==> config.mk <==
export PLATFORM = sky130hd
export DESIGN_NAME = serial_fxp_mul_flat
export DESIGN_NICKNAME = d
export VERILOG_FILES = /design/src/rtl/serial_fxp_mul_if.sv /design/src/rtl/serial_fxp_mul.sv /design/src/flat_wrapper.sv
export SDC_FILE = /design/constraint.sdc
export NUM_CORES = 1
export LEC_CHECK = 0
export CORE_AREA = 2 2 87 89
export CTS_CLUSTER_DIAMETER = 30
export DETAILED_ROUTE_END_ITERATION = 16
export DIE_AREA = 0 0 89 91
export PLACE_DENSITY = 0.74
export SYNTH_ARGS = -nofsm -noshare
export SYNTH_HDL_FRONTEND = slang
export SYNTH_SLANG_ARGS = --single-unit
==> constraint.sdc <==
create_clock -name clk -period 4.2 [get_ports clk]
set_clock_uncertainty 0.1 [all_clocks]
set_input_delay 0.63 -clock clk [delete_from_list [all_inputs] [get_ports clk]]
set_output_delay 0.63 -clock clk [all_outputs]
set_load 0.01 [all_outputs]
==> src/rtl/serial_fxp_mul_if.sv <==
// rtl/serial_fxp_mul_if.sv - operand, result and handshake bundle for serial_fxp_mul
// Ports (signals):
//   x, y                      operands, WIDTH bits
//   data_x_vld / data_x_rdy   x channel handshake
//   data_y_vld / data_y_rdy   y channel handshake
//   product                   full-precision product, 2*WIDTH bits
//   result, ovf               Q-format result and saturation flag
//   d_out_vld / d_out_rdy     result channel handshake
// Modports: slave = multiplier side, master = operand source / result sink side.
interface serial_fxp_mul_if #(
  parameter int WIDTH = 8
) ();
  logic [WIDTH-1:0]   x;
  logic [WIDTH-1:0]   y;
  logic               data_x_vld;
  logic               data_x_rdy;
  logic               data_y_vld;
  logic               data_y_rdy;
  logic [2*WIDTH-1:0] product;
  logic [WIDTH-1:0]   result;
  logic               ovf;
  logic               d_out_vld;
  logic               d_out_rdy;

  modport slave (
    input  x, y, data_x_vld, data_y_vld, d_out_rdy,
    output data_x_rdy, data_y_rdy, product, result, ovf, d_out_vld
  );

  modport master (
    output x, y, data_x_vld, data_y_vld, d_out_rdy,
    input  data_x_rdy, data_y_rdy, product, result, ovf, d_out_vld
  );
endinterface

==> src/rtl/serial_fxp_mul.sv <==
// rtl/serial_fxp_mul.sv - serial shift-add multiplier with Q-format rounding and saturation
// Ports:
//   clk         clock, all state on rising edge
//   asyn_reset  synchronous active-high reset (name kept for compatibility)
//   bus         serial_fxp_mul_if.slave: x/y operand channels, product/result/ovf output channel
// Parameters: WIDTH operand width (>= 2), FRAC fractional bits, SIGNED 1 = two's complement.
// Build option: SERIAL_FXP_MUL_ROUND_EN selects round-half-up instead of truncation for result.
module serial_fxp_mul #(
  parameter int WIDTH  = 8,
  parameter int FRAC   = 0,
  parameter int SIGNED = 0
) (
  input  logic            clk,
  input  logic            asyn_reset,
  serial_fxp_mul_if.slave bus
);

  localparam int CW  = $clog2(WIDTH);
  localparam int PW  = 2 * WIDTH;
  // Two guard bits: one for the rounding carry, one so unsigned values stay positive when signed.
  localparam int EW  = 2 * WIDTH + 2;
  localparam int RSH = (FRAC > 0) ? FRAC - 1 : 0;
  localparam logic signed [EW-1:0] ONE = EW'(1);

  typedef enum logic [1:0] {IDLE, CALC, DONE} state_t;

  state_t           state, state_nxt;
  logic [WIDTH-1:0] x_reg, y_reg;
  logic             x_held, y_held;
  logic [CW-1:0]    cnt;
  logic [PW-1:0]    acc, acc_nxt, x_ext, addend;
  logic [PW-1:0]    product_r;
  logic [WIDTH-1:0] result_r, res_nxt;
  logic             ovf_r, ovf_nxt;
  logic             x_rdy, y_rdy, x_fire, y_fire, both_held, last_step;

  logic signed [EW-1:0] ext, rnd, shf, hi, lo;

  // Ready depends only on state and held flags, never on an input valid.
  assign x_rdy     = !asyn_reset && (state == IDLE) && !x_held;
  assign y_rdy     = !asyn_reset && (state == IDLE) && !y_held;
  assign x_fire    = bus.data_x_vld && x_rdy;
  assign y_fire    = bus.data_y_vld && y_rdy;
  assign both_held = (x_held || x_fire) && (y_held || y_fire);
  assign last_step = (cnt == CW'(WIDTH - 1));

  assign bus.data_x_rdy = x_rdy;
  assign bus.data_y_rdy = y_rdy;
  assign bus.d_out_vld  = !asyn_reset && (state == DONE);
  assign bus.product    = product_r;
  assign bus.result     = result_r;
  assign bus.ovf        = ovf_r;

  always_ff @(posedge clk) begin
    if (asyn_reset) state <= IDLE;
    else            state <= state_nxt;
  end

  always_comb begin
    state_nxt = state;
    case (state)
      IDLE:    if (both_held)     state_nxt = CALC;
      CALC:    if (last_step)     state_nxt = DONE;
      DONE:    if (bus.d_out_rdy) state_nxt = IDLE;
      default:                    state_nxt = IDLE;
    endcase
  end

  // One partial product per cycle; the MSB of a two's-complement multiplier carries
  // negative weight, so its step subtracts.
  always_comb begin
    x_ext   = (SIGNED != 0) ? {{WIDTH{x_reg[WIDTH-1]}}, x_reg} : {{WIDTH{1'b0}}, x_reg};
    addend  = y_reg[cnt] ? (x_ext << cnt) : '0;
    acc_nxt = ((SIGNED != 0) && last_step) ? acc - addend : acc + addend;
  end

  // Result derived from the final accumulator value so it registers alongside product.
  always_comb begin
    ext = (SIGNED != 0) ? {{2{acc_nxt[PW-1]}}, acc_nxt} : {2'b00, acc_nxt};
`ifdef SERIAL_FXP_MUL_ROUND_EN
    rnd = ext + ((FRAC > 0) ? (ONE <<< RSH) : EW'(0));
`else
    rnd = ext;
`endif
    shf = rnd >>> FRAC;
    hi  = (SIGNED != 0) ? (ONE <<< (WIDTH - 1)) - ONE : (ONE <<< WIDTH) - ONE;
    lo  = (SIGNED != 0) ? -(ONE <<< (WIDTH - 1)) : EW'(0);
    res_nxt = shf[WIDTH-1:0];
    ovf_nxt = 1'b0;
    if (shf > hi) begin
      res_nxt = hi[WIDTH-1:0];
      ovf_nxt = 1'b1;
    end else if (shf < lo) begin
      res_nxt = lo[WIDTH-1:0];
      ovf_nxt = 1'b1;
    end
  end

  always_ff @(posedge clk) begin
    if (asyn_reset) begin
      x_reg     <= '0;
      y_reg     <= '0;
      x_held    <= 1'b0;
      y_held    <= 1'b0;
      cnt       <= '0;
      acc       <= '0;
      product_r <= '0;
      result_r  <= '0;
      ovf_r     <= 1'b0;
    end else begin
      case (state)
        IDLE: begin
          if (x_fire) begin
            x_reg  <= bus.x;
            x_held <= 1'b1;
          end
          if (y_fire) begin
            y_reg  <= bus.y;
            y_held <= 1'b1;
          end
          if (both_held) begin
            cnt <= '0;
            acc <= '0;
          end
        end
        CALC: begin
          acc <= acc_nxt;
          cnt <= cnt + CW'(1);
          if (last_step) begin
            product_r <= acc_nxt;
            result_r  <= res_nxt;
            ovf_r     <= ovf_nxt;
          end
        end
        DONE: begin
          if (bus.d_out_rdy) begin
            x_held <= 1'b0;
            y_held <= 1'b0;
          end
        end
        default: ;
      endcase
    end
  end

endmodule

==> src/flat_wrapper.sv <==
// flat-port wrapper written by rule: the top's interface ports become plain ports
module serial_fxp_mul_flat 
#(
  parameter int WIDTH  = 8,
  parameter int FRAC   = 0,
  parameter int SIGNED = 0
)
  (clk, asyn_reset, bus_x, bus_y, bus_data_x_vld, bus_data_y_vld, bus_d_out_rdy, bus_data_x_rdy, bus_data_y_rdy, bus_product, bus_result, bus_ovf, bus_d_out_vld);
  serial_fxp_mul_if #(.WIDTH(WIDTH)) bus_i ();
  input  logic clk;
  input  logic asyn_reset;
  input wire logic [$bits(bus_i.x)-1:0] bus_x;
  input wire logic [$bits(bus_i.y)-1:0] bus_y;
  input wire logic [$bits(bus_i.data_x_vld)-1:0] bus_data_x_vld;
  input wire logic [$bits(bus_i.data_y_vld)-1:0] bus_data_y_vld;
  input wire logic [$bits(bus_i.d_out_rdy)-1:0] bus_d_out_rdy;
  output wire logic [$bits(bus_i.data_x_rdy)-1:0] bus_data_x_rdy;
  output wire logic [$bits(bus_i.data_y_rdy)-1:0] bus_data_y_rdy;
  output wire logic [$bits(bus_i.product)-1:0] bus_product;
  output wire logic [$bits(bus_i.result)-1:0] bus_result;
  output wire logic [$bits(bus_i.ovf)-1:0] bus_ovf;
  output wire logic [$bits(bus_i.d_out_vld)-1:0] bus_d_out_vld;
  assign bus_i.x = bus_x;
  assign bus_i.y = bus_y;
  assign bus_i.data_x_vld = bus_data_x_vld;
  assign bus_i.data_y_vld = bus_data_y_vld;
  assign bus_i.d_out_rdy = bus_d_out_rdy;
  assign bus_data_x_rdy = bus_i.data_x_rdy;
  assign bus_data_y_rdy = bus_i.data_y_rdy;
  assign bus_product = bus_i.product;
  assign bus_result = bus_i.result;
  assign bus_ovf = bus_i.ovf;
  assign bus_d_out_vld = bus_i.d_out_vld;
  serial_fxp_mul #(.WIDTH(WIDTH), .FRAC(FRAC), .SIGNED(SIGNED)) u_core (.clk(clk), .asyn_reset(asyn_reset), .bus(bus_i));
endmodule
# Word-level counts from Yosys, hierarchy flattened
# Index checks and enable logic that the tools add are counted.
dict set report totals {
  reg_bits 64
  in_bits 21
}
dict set report op_classes {
  n_addsub 2
  n_lt_le_gt_ge 3
  n_eq_ne 8
  shift 1
  mux 20
  reduce_logical 22
}
# op n
set op_table {}
lappend op_table {{2-to-1 mux 16 bit} 2}
lappend op_table {{one-hot mux 16 bit (2 select lines)} 1}
lappend op_table {{adder 16 bit} 1}
lappend op_table {{greater-than comparator 16 x 8 -> 1 bit, second input constant} 1}
lappend op_table {{less-than comparator 16 x 1 -> 1 bit, second input constant} 1}
lappend op_table {{2-to-1 mux 8 bit} 2}
lappend op_table {{left shift 8 x 3 -> 16 bit} 1}
lappend op_table {{AND reduction 3 bit} 3}
lappend op_table {{inequality test 2 x 1 -> 1 bit, second input constant} 4}
lappend op_table {{AND reduction 2 bit} 4}
lappend op_table {{logical AND 1 bit} 7}
lappend op_table {{2-to-1 mux 1 bit} 6}
lappend op_table {{2-to-1 mux 2 bit} 3}
lappend op_table {{one-hot mux 2 bit (3 select lines)} 1}
lappend op_table {{one-hot mux 3 bit (2 select lines)} 1}
lappend op_table {{less-than comparator 3 x 4 -> 1 bit, second input constant} 1}
lappend op_table {{one-hot mux 1 bit (2 select lines)} 2}
lappend op_table {{nonzero test 2 bit} 2}
lappend op_table {{adder 3 x 1 -> 3 bit, second input constant} 1}
lappend op_table {{binary-select mux 1 bit (select 3 bit)} 1}
lappend op_table {{== test 3 bit, second input constant} 1}
lappend op_table {{logical NOT 1 bit} 3}
lappend op_table {{2-to-1 mux 3 bit} 1}
lappend op_table {{== test 2 x 1 -> 1 bit, second input constant} 1}
lappend op_table {{4 further kinds} 5}

# Longest topological paths before layout
# Gate-level depths: netlist (run 1).
dict set report depth {
  word_depth 8
  ltp_mapped 18
  depth_no_buf 16
}

# Worst setup path before layout (run 1)
# OpenSTA, ideal clock, no wires.
dict set report synth_path {
  path_type {register to register}
  startpoint {register u_core.cnt[0]}
  endpoint {register u_core.result_r[7] (netlist: u_core.bus.result[7])}
  setup_ps 131
  arrival_ps 3890
  required_ps 3969
  slack_ps 79
  path_stages_with_launch 17
  path_buffers 2
  synth_period_minus_slack_ps 4121
  path_cell_list {dfxtp_1 clkbuf_1 mux4_2 nand2b_1 and2_1 clkbuf_1 a21oi_1 ha_1 a21o_1 a31o_2 a31oi_4 o31a_1 a2111oi_0 a211o_1 or2_4 nor4_1 o32ai_1}
}
dict set report synth_between {
  elab_chain_cells 7
}
# element line
set synth_lines {}
lappend synth_lines {{from (decl)} serial_fxp_mul.sv:30} ;# logic [CW-1:0] cnt;
lappend synth_lines {{from (signal assigned)} serial_fxp_mul.sv:128} ;# cnt <= cnt + CW'(1);
lappend synth_lines {{binary-select mux 1 bit (select 3 bit)} serial_fxp_mul.sv:73} ;# addend = y_reg[cnt] ? (x_ext << cnt) : '0;
lappend synth_lines {{2-to-1 mux 1 bit (not written as such)} serial_fxp_mul.sv:73}
lappend synth_lines {{2-to-1 mux 16 bit} serial_fxp_mul.sv:73}
lappend synth_lines {{adder 16 bit} serial_fxp_mul.sv:74} ;# acc_nxt = ((SIGNED != 0) && last_step) ? acc - addend : acc + addend;
lappend synth_lines {{less-than comparator 16 x 1 -> 1 bit} serial_fxp_mul.sv:93} ;# end else if (shf < lo) begin
lappend synth_lines {{2-to-1 mux 8 bit} serial_fxp_mul.sv:93}
lappend synth_lines {{2-to-1 mux 8 bit} serial_fxp_mul.sv:90} ;# if (shf > hi) begin
lappend synth_lines {{to (signal assigned)} serial_fxp_mul.sv:131} ;# result_r <= res_nxt;
lappend synth_lines {{to (decl)} serial_fxp_mul.sv:33} ;# logic [WIDTH-1:0] result_r, res_nxt;
# Parallel ways exist; a longest one is shown, timed or not. The select of a mux whose other input is x is not followed.
# A chain may end at the register's enable or synchronous reset.

# Worst setup path in the final report (run 1)
dict set report layout_path {
  startpoint {register u_core.cnt[0]}
  endpoint {register u_core.result_r[5] (netlist: u_core.bus.result[5])}
}
# Same word-level chain as after synthesis.

==> metrics.yaml, run 1 <==
sta:
  relSlewSlack_pct: 37.9
  final.min_clock_period_ps: 3940
  setup_violations: 0
  min_period_over_period_pct: 93.9
  worst_slack_ps: 256
  fmax_ghz: 0.254
  tightest_slew_ps: 931
  whs_ps: 353
  drv_slew: 0
  hold_violations: 0
yosys:
  postSynth.asyncResetShare_pct: 0
  ys.warnings.count: 0
  synth_nets: 464
  syn_area_per_cell_um2: 8.01
  synth_top_family_by_area: "simple AND/OR/NAND/NOR gates"
  synth_area_um2: 3410
  synthAdderAreaFrac_pct: 6.83
  synth_top_area_cell: "dfxtp_1"
  synthFlopType: "dfxtp_1"
  synth_common_cells: "dfxtp_1, nor2_1, nand2_1"
  yosysMostFrequentCell: "dfxtp_1"
  synth_simple_gate_area_share_pct: 23.3
  synth_xor_xnor_area_share_pct: 2.83
  synth_edf_count: 0
  synth_cells: 425
  synth_top_cells_by_area: "dfxtp_1, a21oi_1, nor2_1"
  synth-compound-area-share_pct: 19.8
  seq_area_frac_synth_pct: 37.6
  ys_seq_elements: 64
  yosysUniqueCellTypes: 47
  yosysTopAreaCellShare_pct: 37.6
  synth_mux_area_share_pct: 5.84
route:
  wl_per_cell_um: 14.4
  ant_nets: 0
  drt_drc_violations_left: 0
  drt_iter0_drc: 187
  drtPass1Iterations: 5
  vias: 3213
  wl_met2_mm: 3.70
  routedLengthMet1_mm: 3.84
  viasPerCell: 5.60
  top_layer_used: "met4"
  wl_met3_um: 533
  wl_mm: 8.26
power:
  seqPwrFrac_pct: 45.2
  combPwrFrac_pct: 8.8
  switchingPower_w: 0.000338
  clockPowerShare_pct: 46.0
  p_per_area_nw_per_um2: 330
  p_int_w: 0.00106
  switching_share_pct: 24.1
  power_leakage_nw: 1.54
  peakVddDrop_v: 0.000219
  p_total_w: 0.00140
clock_tree:
  path_clk_slew_ps: 70
  cts_tree: "yes"
  cts_hold_buf: 0
  insertion_delay_ps: 350
  clk_path_buf_depth: 2
  cts_max_level: 3
  clock_sinks: 64
  cts_root_buffer: "clkbuf_8"
  cts_buffers: 9
setup_path:
  cp-end-kind: "flop"
  ff2ff_path_depth: 14
  crit_path_max_incr_delay_ps: 520
  r2r_setup_slack_ps: 260
  cp-start-kind: "flop"
  worst_ep_arrival_time_ps: 4060
  critPathRequiredTime_ps: 4320
  crit_slowest_cell: "mux4_2"
  critPathTopFamily: "compound AO/OA/AOI/OAI gates"
  timing.critical_path.buf_inv: 0
  rr_startpoint: "u_core.cnt[0]"
  cp_max_fo: 6
  path_class: "reg2reg"
  cp_cell_sequence: "mux4_2, nand2_1, and2_1, a21oi_1, ha_1, a21o_1, a31o_2, a31oi_4, o31a_1, a2111oi_0, a211o_1, or2_4, nor3_4, a211oi_1"
  reg2reg_to: "u_core.bus.result[5]"
hold_path:
  whs_path_depth: 2
  min_path_type: "reg2reg"
  min_to: "u_core.bus.product[4]"
  min_from: "u_core.bus.product[4]"
die:
  floorplan.rows: 31
  start_util_pct: 47.7
  die_area_um2: 8100
  ioPinCount: 49
  die_w_um: 89
  chipHeight_um: 91
  coreArea_um2: 7140
placed_design:
  dp_hpwl_mm: 5.99
  port_buffers: 48
  place_ws_ps: 167
  dp_cells: 556
  gp_congestion: 0.902
  place_area_um2: 3980
layout:
  drive_gt1_share_pct: 9.68
  nFillCells: 670
  syn2layout_area_growth_pct: 24.4
  final_cells: 574
  nets: 509
  diodes: 0
  design_area_um2: 4240
global_route:
  overflow: 0
  gr-usage-all-layers_pct: 21.7
  grt_max_degree: 45
  grt_pass1_vias: 2916
  antenna_found_initial: 0
  grt_pass1_wl_mm: 13.8
flow_run:
  drv.max_cap_violation_count: 0
outcome:
  outcome: "completed"
[metrics by stage]
step	utilization [%]	TNS (ps)
finish	59.4	0
global route	59.4	-4.42
CTS	59.0	0
detailed placement	55.8	0
global placement	55.8	0
floorplan	-	0
[kinds of logic (layout without fill, tap and decap cells)]
logic type                 count (synthesis)  count (layout)
and+or+nand+nor                          176             176
AOI/OAI and AO/OA                        106             106
DFF                                       64              64
buffers and inverters                     33              83
xor gates and xnor gates                  11              11
muxes                                     17              17
adders and majority gates                 18              18
[cells in the final DEF (no fill, tap or decap), types with 11 or more instances in the layout]
master / n
a21oi_1: 54
a22oi_1: 17
buf_4: 11
clkdlybuf4s50_1: 47
dfxtp_1: 62
ha_1: 17
mux2i_1: 12
nand2_1: 59
nand3_1: 19
nor2_1: 63
[layer usage]
layer	GRT usage (%)	up-vias
li1	-	1588
met1	30.1	1478
met2	32.3	131
met3	4.55	16
met4	9.08	0
met5	0	-
[area by class of cell]
cell class / count / area, um2 / area share, %
clock buffer: 10 / 128 / 3.01
clock inverter: 6 / 108 / 2.54
inverter: 8 / 30.0 / 0.709
multi-input combinational: 328 / 2010 / 47.4
sequential: 64 / 1280 / 30.3
tap: 99 / 124 / 2.92
timing repair buffer: 59 / 558 / 13.2
[worst max path at each step]
| stage | slack (ps) | to | depth (start not counted) | from |
|---|---|---|---|---|
| after floorplan | 80 | u_core.bus.result[7] | 16 | u_core.cnt[0] |
| after global placement | 320 | u_core.bus.result[3] | 14 | u_core.cnt[0] |
| after detailed placement | 170 | u_core.bus.result[7] | 14 | u_core.cnt[0] |
| after CTS | 150 | u_core.bus.result[5] | 14 | u_core.cnt[0] |
| after global routing | -4 | u_core.bus.result[4] | 15 | u_core.cnt[0] |
| final | 260 | u_core.bus.result[5] | 14 | u_core.cnt[0] |
[worst reg2reg max path: cells and delay by family, from the launching register on]
kind	cells	cell delay, ps
DFF	1	410
muxes	1	520
AOI/OAI and AO/OA	8	1470
adders and majority gates	1	370
and+or+nand+nor	4	920
[power by group through the flow]
stage | Sequential [W] | Combinational [W] | Clock, W
after floorplan | 0.000638 | 0.0000832 | 0
after global placement | 0.000645 | 0.000120 | 0
after detailed placement | 0.000646 | 0.000123 | 0
after CTS | 0.000632 | 0.000123 | 0.000647
after global routing | 0.000634 | 0.000136 | 0.000673
final | 0.000632 | 0.000124 | 0.000644
[repair_timing]
item,CTS,global route
setup buffers,0,2
setup endpoints to repair,0,9
gates resized for setup,0,3
Power figures use the tool's default switching activity.
==> inputs of run 2 (changes only) <==
- CAP_MARGIN: unset -> 20
==> results of run 2 <==
No change in the layout: final DEF, timing and power equal those of run 1.
==> inputs of run 3 (changes only) <==
- CAP_MARGIN: 20 -> 5
- CELL_PAD_IN_SITES_DETAIL_PLACEMENT: unset -> 0
- CELL_PAD_IN_SITES_GLOBAL_PLACEMENT: unset -> 1
- CORE_AREA: 2 2 87 89 -> 4 4 103 105
- DIE_AREA: 0 0 89 91 -> 0 0 107 109
- PLACE_DENSITY: 0.74 -> unset
- PLACE_DENSITY_LB_ADDON: unset -> 0.1
==> metrics.yaml, run 3 (same netlist as run 1, synthesis figures left out) <==
route:
  vias: 3155  # -1.8%
  wl_mm: 9.11  # +10%
  drt_iter0_drc: 102  # -45%
  wl_per_cell_um: 15.0  # +4.1%
  ant_nets: 0  # unchanged
  drtPass1Iterations: 4  # -1
  viasPerCell: 5.19  # -7.3%
  drt_drc_violations_left: 0  # unchanged
die:
  die_area_um2: 11700  # +44%
  chipHeight_um: 109  # +20%
  floorplan.rows: 36  # +16%
  start_util_pct: 35.3  # -12 points
  ioPinCount: 49  # unchanged
  die_w_um: 107  # +20%
  coreArea_um2: 9640  # +35%
sta:
  grt_setup_unrepaired: "false"
  whs_ps: 355  # +1.89 ps
  drv_slew: 0  # unchanged
  min_period_over_period_pct: 92.7  # -1.2 points
  worst_slack_ps: 305  # +48.7 ps
  hold_violations: 0  # unchanged
  fmax_ghz: 0.257  # +1.2%
  relSlewSlack_pct: 36.0  # -1.9 points
  setup_violations: 0  # unchanged
  tightest_slew_ps: 960  # +29.0 ps
  setup_tns_ps: 0  # unchanged
  final.min_clock_period_ps: 3900  # -48.7 ps
clock_tree:
  cts_max_level: 3  # unchanged
  path_clk_slew_ps: 90  # +20 ps
  cts_buffers: 9  # unchanged
  clk_path_buf_depth: 2  # unchanged
  clock_sinks: 64  # unchanged
  post-cts-setup-buffer-count: 0  # unchanged
  cts_root_buffer: "clkbuf_8"
  insertion_delay_ps: 350  # about the same
  cts_tree: "yes"
placed_design:
  gp_congestion: 0.799  # -11%
  dp_hpwl_mm: 6.74  # +13%
  place_ws_ps: 171  # +3.71 ps
  dp_cells: 592  # +6.5%
  port_buffers: 48  # unchanged
  place_area_um2: 4040  # +1.4%
setup_path:
  worst_ep_arrival_time_ps: 4010  # -50 ps
  r2r_setup_slack_ps: 300  # +50 ps
  cp-end-kind: "flop"
  cp-start-kind: "flop"
  rr_startpoint: "u_core.cnt[0]"
  cp_cell_sequence: "mux4_2, nand2b_1, and2_1, a21oi_1, ha_1, a21o_1, a31o_2, a31oi_4, o21ai_0, o311a_1, nor4_1, nand3b_1, nor3_4, o32ai_1"
  cp_max_fo: 6  # unchanged
  reg2reg_to: "u_core.bus.result[7]"
  timing.critical_path.buf_inv: 0  # unchanged
  critPathRequiredTime_ps: 4310  # about the same
  critPathTopFamily: "compound AO/OA/AOI/OAI gates"
  crit_slowest_cell: "mux4_2"
  path_class: "reg2reg"
  crit_path_max_incr_delay_ps: 520  # about the same
  ff2ff_path_depth: 14  # unchanged
layout:
  final-seq-area_um2: 1280  # about the same
  drive_gt1_share_pct: 9.68  # unchanged
  nFillCells: 1014  # +51%
  design_area_um2: 4300  # +1.4%
  final_cell_mix: "nor2_1, dfxtp_1, nand2_1"
  nets: 509  # unchanged
  multiInputGateArea_um2: 2010  # unchanged
  diodes: 0  # unchanged
  final_cells: 608  # +5.9%
  syn2layout_area_growth_pct: 26.1
hold_path:
  min_to: "u_core.bus.product[3]"
  min_path_type: "reg2reg"
  whs_path_depth: 2  # unchanged
  min_from: "u_core.bus.product[3]"
global_route:
  overflow: 0  # unchanged
  grt_pass1_wl_mm: 15.0  # +8.2%
  antenna_found_initial: 0  # unchanged
  grt_pass1_vias: 3016  # +3.4%
  grt_max_degree: 67  # +49%
  gr-usage-all-layers_pct: 16.3  # -5.3 points
power:
  switchingPower_w: 0.000364  # +7.8%
  power_leakage_nw: 1.55  # +0.68%
  p_per_area_nw_per_um2: 335  # +1.3%
  p_int_w: 0.00107  # +1.0%
  peakVddDrop_v: 0.000191  # -13%
  seqPwrFrac_pct: 43.9  # -1.3 points
  clockPowerShare_pct: 47.4  # +1.4 points
  combPwrFrac_pct: 8.7  # about the same
  switching_share_pct: 25.3  # +1.2 points
flow_run:
  drv.max_cap_violation_count: 0  # unchanged
outcome:
  outcome: "completed"
==> run 3: final cells by class <==
type / instances / share of cell area, %
clock inverters: 7 / 2.97
inverters: 8 / 0.699
well taps: 133 / 3.87
clock buffers: 9 / 2.88
multi-input cells: 328 / 46.7
repair buffers: 59 / 13.0
flip-flops and latches: 64 / 29.9
==> run 3: power by group through the flow <==
stage               Sequential [W]  Clock (W)  Combinational [W]
floorplan                 0.000638          0          0.0000832
global route              0.000633   0.000725           0.000141
CTS                       0.000631   0.000699           0.000128
global placement          0.000645          0           0.000126
finish                    0.000631   0.000681           0.000125
detailed placement        0.000645          0           0.000127
==> run 3: what timing repair did <==
item,CTS,global route
gates resized for setup,0,2
setup endpoints to repair,0,7
hold buffers,0,0
==> run 3: worst reg2reg max path, cell delays in order, from the launching register on <==
cell and delay (ps):
dfxtp_1 400, mux4_2 520, nand2b_1 160, and2_1 160, a21oi_1 50, ha_1 290
a21o_1 200, a31o_2 230, a31oi_4 170, o21ai_0 160, o311a_1 360, nor4_1 280
nand3b_1 250, nor3_4 320, o32ai_1 130
==> run 3: how the worst max path moves through the flow <==
stage                       start                   end  slack, ps  cells after the start
floorplan           u_core.cnt[0]  u_core.bus.result[7]         80                     16
detailed placement  u_core.cnt[1]  u_core.bus.result[7]        170                     14
CTS                 u_core.cnt[1]  u_core.bus.result[7]        170                     14
finish              u_core.cnt[0]  u_core.bus.result[7]        300                     14
global route        u_core.cnt[0]  u_core.bus.result[3]          6                     14
global placement    u_core.cnt[1]  u_core.bus.result[3]        260                     14
==> run 3: layer usage <==
metal / share of wire (%) / vias up / wire [um] / track usage [%]
met5: 0 / - / 0 / 0
met4: 2.3 / 0 / 206 / 6.48
met3: 4.4 / 15 / 404 / 3.08
met2: 49 / 80 / 4440 / 28.3
met1: 45 / 1469 / 4060 / 20.1
li1: - / 1591 / - / -
==> run 3: stage by stage <==
step / utilization [%] / total power (W)
finish: 44.6 / 0.00144
global route: 44.6 / 0.00150
CTS: 44.5 / 0.00146
detailed placement: 41.9 / 0.000772
global placement: 41.9 / 0.000770
floorplan: - / 0.000721
